[src/rtl/bit_serializer.sv]
// bit_serializer: one-word holding register feeding a shift register that emits one bit per tick on sout.
// BIT_SERIALIZER_PARITY_EN appends an even-parity bit to every frame (frame length WIDTH+1).
module bit_serializer #(
   parameter int WIDTH     = 8,
   parameter bit MSB_FIRST = 1'b1
) (
   input  logic             clk,
   input  logic             _rst,
   input  logic [WIDTH-1:0] din,
   input  logic             din_valid,
   output logic             din_ready,
   input  logic             tick,
   output logic             sout,
   output logic             sout_valid,
   output logic             busy,
   output logic             frame_done
);

`ifdef BIT_SERIALIZER_PARITY_EN
   localparam int FLEN = WIDTH + 1;
`else
   localparam int FLEN = WIDTH;
`endif
   localparam int            CW   = $clog2(FLEN);
   localparam logic [CW-1:0] LAST = CW'(FLEN - 1);

   typedef enum logic {
      IDLE  = 1'b0,
      SHIFT = 1'b1
   } state_t;

   state_t           state, state_nxt;
   logic [WIDTH-1:0] hold_data, hold_data_nxt;
   logic             hold_valid, hold_valid_nxt;
   logic [WIDTH-1:0] sh, sh_nxt, sh_shifted;
   logic [CW-1:0]    cnt, cnt_nxt;
   logic             frame_done_nxt;
   logic             accept;
   logic             load;
   logic             data_bit;

   // Holding register: accepts only when empty, so din_ready is purely registered.
   assign accept         = din_valid & ~hold_valid;
   assign hold_valid_nxt = accept | (hold_valid & ~load);
   assign hold_data_nxt  = accept ? din : hold_data;

   assign sh_shifted = MSB_FIRST ? {sh[WIDTH-2:0], 1'b0} : {1'b0, sh[WIDTH-1:1]};
   assign data_bit   = MSB_FIRST ? sh[WIDTH-1] : sh[0];

   always_comb begin
      state_nxt      = state;
      sh_nxt         = sh;
      cnt_nxt        = cnt;
      frame_done_nxt = 1'b0;
      load           = 1'b0;
      case (state)
         IDLE: begin
            if (hold_valid) begin
               load      = 1'b1;
               state_nxt = SHIFT;
            end
         end
         SHIFT: begin
            if (tick) begin
               if (cnt != LAST) begin
                  sh_nxt  = sh_shifted;
                  cnt_nxt = cnt + 1'b1;
               end else begin
                  frame_done_nxt = 1'b1;
                  // Reloading on the last-bit edge keeps consecutive frames gap-free.
                  if (hold_valid) begin
                     load = 1'b1;
                  end else begin
                     state_nxt = IDLE;
                  end
               end
            end
         end
         default: state_nxt = IDLE;
      endcase
      if (load) begin
         sh_nxt  = hold_data;
         cnt_nxt = '0;
      end
   end

   always_ff @(posedge clk or negedge _rst) begin
      if (!_rst) begin
         state      <= IDLE;
         hold_data  <= '0;
         hold_valid <= 1'b0;
         sh         <= '0;
         cnt        <= '0;
         frame_done <= 1'b0;
      end else begin
         state      <= state_nxt;
         hold_data  <= hold_data_nxt;
         hold_valid <= hold_valid_nxt;
         sh         <= sh_nxt;
         cnt        <= cnt_nxt;
         frame_done <= frame_done_nxt;
      end
   end

`ifdef BIT_SERIALIZER_PARITY_EN
   logic parity;

   always_ff @(posedge clk or negedge _rst) begin
      if (!_rst) begin
         parity <= 1'b0;
      end else if (load) begin
         parity <= ^hold_data;
      end
   end

   // The final slot of each frame carries the parity bit instead of data.
   assign sout = (state == SHIFT) & ((cnt == CW'(WIDTH)) ? parity : data_bit);
`else
   assign sout = (state == SHIFT) & data_bit;
`endif

   assign din_ready  = ~hold_valid;
   assign sout_valid = (state == SHIFT);
   assign busy       = (state == SHIFT) | hold_valid;

endmodule

[config.mk]
export PLATFORM = sky130hd
export DESIGN_NAME = bit_serializer
export DESIGN_NICKNAME = d
export VERILOG_FILES = /design/src/rtl/bit_serializer.sv
export SDC_FILE = /design/constraint.sdc
export NUM_CORES = 1
export LEC_CHECK = 0
export ABC_AREA = 1
export BUFFER_PORTS_ARGS = -buffer_cell sky130_fd_sc_hd__buf_2
export CAP_MARGIN = 20
export CORE_MARGIN = 4
export CORE_UTILIZATION = 40
export DETAILED_ROUTE_END_ITERATION = 10
export PLACE_DENSITY = 0.72
export SYNTH_ARGS = -nofsm -noshare
export SYNTH_HDL_FRONTEND = slang
export SYNTH_SLANG_ARGS = --single-unit
[constraint.sdc]
create_clock -name clk -period 1.7 [get_ports clk]
set_clock_uncertainty 0.05 [all_clocks]
set_input_delay 0.17 -clock clk [delete_from_list [all_inputs] [get_ports clk]]
set_output_delay 0.17 -clock clk [all_outputs]
set_load 0.05 [all_outputs]
# Word-level counts from Yosys, hierarchy flattened
# Cells that the tools add are included.
# W data, S select, Z words.
dict set report op_classes {
  n_addsub 1
  eq_ne 1
  muxes 18
  n_bitwise 8
  reduce_logical 4
}
# cell n
set op_table {}
lappend op_table {{$mux W8} 4}
lappend op_table {{$mux W3} 4}
lappend op_table {{$mux W1} 8}
lappend op_table {{$reduce_bool A2 Y1} 3}
lappend op_table {{$pmux W1 S2} 2}
lappend op_table {{$add A3 B1 Y3 const B} 1}
lappend op_table {{$and A1 B1 Y1} 3}
lappend op_table {{$ne A3 B3 Y1 const B} 1}
lappend op_table {{$not A1 Y1} 3}
lappend op_table {{$reduce_and A3 Y1} 1}
lappend op_table {{$or A1 B1 Y1} 2}
dict set report totals {
  register_bits 22
  in_bits 12
  elab_cells 38
}

# Depth between registers and ports, before layout
dict set report logic_depth {
  word_depth 7
  mapped_depth 8
  ltp_nobuf 8
}

# Worst setup path before layout
# No wires, ideal clock.
dict set report synth_path {
  path_type {reg-to-reg}
  from {register cnt[0]}
  to {register sh[1]}
  setup_ps 126
  arrival_ps 1255
  t_required_ps 1524
  slack_ps 270
  path_stages_with_launch 6
  n_path_buf 0
  period_less_slack_ps 1430
  path_cell_list {dfrtp_1 -> ha_1 -> ha_1 -> nand3b_2 -> nand3_1 -> nand3_1}
}
dict set report synth_via {
  elab_chain_len 6
}
# element line
set synth_lines {}
lappend synth_lines {{start: declaration} 36} ;# logic [CW-1:0] cnt, cnt_nxt;
lappend synth_lines {{start signal: assignment} 100} ;# cnt <= cnt_nxt;
lappend synth_lines {{$ne A3 B3 Y1 (*)} 65} ;# if (cnt != LAST) begin
lappend synth_lines {{$mux W1} 65}
lappend synth_lines {{$mux W1} 64} ;# if (tick) begin
lappend synth_lines {{$pmux W1 S2} 56} ;# case (state)
lappend synth_lines {{$reduce_bool A2 Y1 (no source line)} -}
lappend synth_lines {{$reduce_and A3 Y1 (no source line)} -}
lappend synth_lines {{end signal: assignment} 99} ;# sh <= sh_nxt;
lappend synth_lines {{end: declaration} 35} ;# logic [WIDTH-1:0] sh, sh_nxt, sh_shifted;
# Every way passes the cells marked *; elsewhere a longest branch is shown, timed or not.
# A chain may end at the register's enable or synchronous reset.

# Worst setup path after layout
dict set report layout_path {
  from {register cnt[0]}
  to {register sh[2]}
}
# The elaborated chain is that of the path after synthesis.

==> out/qor.txt <==
Tcrit/Tclk final: 94.52%
critical path type: reg2reg
non-filler cells, final: 156
Final ANT Viol Nets: 0
post-synthesis sequential area ratio: 55.35%
CTS root buf: clkbuf_4
# DRC: 0
initial antenna violation count: 0
ANT cells: 0
CTS tree: built
layout net count: 144
Peak VDD IR: 898.6 uV
status: completed
CP Capture Type: flop
endpoints failing setup: 0
synthesized area: 994.7 um^2
DRT Pass-1 Iters: 4
vias in the first global route: 764
first-pass GRT wire length: 3305 um
Overflow after GRT: 0
gr usage total: 12.61%
Worst Path Arrival: 1.74 ns
CTS sink cnt: 22
Syn Area/Cell: 8.881 um^2
Worst Setup Start Kind: flop
Slew HR: 67.99%
fmax: 622.3 MHz
worst-margin pin slew: 0.4802 ns
maxcap violations: 0
IO Count: 17
final RePlAce weighted congestion: 0.8071
via density per instance: 4.974
Reg clk slew, reported paths: 0.11 ns
share of layout cells above drive strength 1: 21.09%
Max H-tree Level: 1
Initial Utilization: 43.30%
initial DRC count: 9
Synth cell types: 14
die height: 57.87 um
final wirelength: 1810 um
total power: 1675 uW
Syn. warnings: 0
Mapped Nets: 126
post-CTS setup buffer count: 0
FF+latch count, synth: 22
pin count of the biggest net entering global routing: 23
cts bufs inserted: 3
Bufs on Longest Clock Path: 2
Die Wd: 57.87 um
Die Area: 3348 um^2
Worst Path Required: 1.83 ns
Placeable Area: 2297 um^2
final core occ: 48.42%
crit-path max FO: 10
vias: 776
leakage power: 0.0006129 uW
later-pin clock latency in the skew report: 0.29 ns
Cells after Synth: 112
FP Rows: 17
Hold Crit Depth: 3
sum of negative setup slack: 0 ns
Max Slew Vio Count: 0
Worst Hold Class: in2reg
FF-to-FF path depth: 5
Layout area overhead: 11.82%
hold slack: 0.05091 ns
post-DR wirelength/cell: 11.60 um
Cell Count Post-Placement: 152
Hold Violations, Final: 0
Cell Pwr Density: 1506 nW/um^2
Final min period: 1.607 ns
RSZ-0062 raised after global routing: no
IO Port Bufs: 16
==> power breakdown <==
part / internal (uW) / leakage, uW / switching, uW
Sequential: 735 / 0.000276 / 118
Combinational: 206 / 0.000323 / 391
Clock: 82.4 / 0.0000138 / 143
Total: 1020 / 0.000613 / 652
==> area by class of cell <==
| type | count | area [um^2] |
|---|---|---|
| fillers | 225 | 1185 |
| inverters | 4 | 15.01 |
| clock buffers | 3 | 22.52 |
| repair buffers | 19 | 105.1 |
| flip-flops and latches | 22 | 550.5 |
| well taps | 28 | 35.03 |
| multi-input cells | 80 | 384.1 |
==> flip-flops by register name, summed over array words and instances, names as in the netlist <==
register,flops
hold_data,8
sout_valid,1
hold_valid,1
cnt,3
frame_done,1
sh,8
==> cells in the final DEF, fill, tap and decap left out, types with 2 or more instances in the layout <==
cell | netlist | layout
nand2_1 | 37 | 37
nand3_1 | 31 | 31
dfrtp_1 | 22 | 22
buf_2 | 1 | 16
inv_1 | 4 | 4
clkbuf_4 | 0 | 3
nor2_1 | 2 | 2
nand2_2 | 2 | 2
nor2_2 | 3 | 2
ha_1 | 2 | 2
buf_4 | 3 | 2
==> Yosys cell counts (all sizes together) <==
master / count / area (um^2)
a21oi: 1 / 5.000
buf: 6 / 50.04
dfrtp: 22 / 550.5
ha: 2 / 25.02
inv: 4 / 15.01
nand2: 39 / 151.4
nand3: 31 / 155.2
nand3b: 1 / 11.26
nor2: 5 / 26.28
o21ai: 1 / 5.000
==> per-layer routing <==
layer / GRT usage, % / wire (um)
met3: 2.895 / 112
met2: 20.65 / 864
met1: 16.22 / 818
met5: 0 / 0
met4: 4.636 / 16
==> final timing paths <==
path,from,endpoint,slack (ns)
max in group asynchronous,_rst,cnt[0],0.97
worst max-delay path,cnt[0],sh[2],0.09
worst max register to register,cnt[0],sh[2],0.09
worst min register to register,hold_data[2],hold_data[2],0.44
min in group asynchronous,_rst,sh[7],0.30
worst min-delay path,din[7],hold_data[7],0.05
==> timing repair <==
item | CTS | global route
hold buffers | 1 | 0
hold endpoints to repair | 22 | 0
setup endpoints to repair | 0 | 2
gates resized for setup | 0 | 1
==> through the flow <==
step	cell area, um^2	setup slack, ns
after global routing	1112	0.007422
final	1112	0.09309
after CTS	1107	0.09363
after detailed placement	1075	0.1209
after global placement	1075	0.1752
after floorplan	994.7	0.2697
==> kinds of logic (layout without fill, tap and decap cells) <==
logic type	after synthesis	count (layout)	share of synthesized area [%]
DFF	22	22	55.35
and+or+nand+nor	76	76	34.59
adders and majority gates	2	2	2.515
buffers and inverters	10	26	6.540
AOI/OAI and AO/OA	2	2	1.005
==> critical path: stages (launching register included) <==
cell,delay (ns)
dfrtp_1,0.43
ha_1,0.21
ha_1,0.23
nand3b_2,0.35
nand3_1,0.15
nand3_1,0.08
Power figures use the tool's default switching activity.
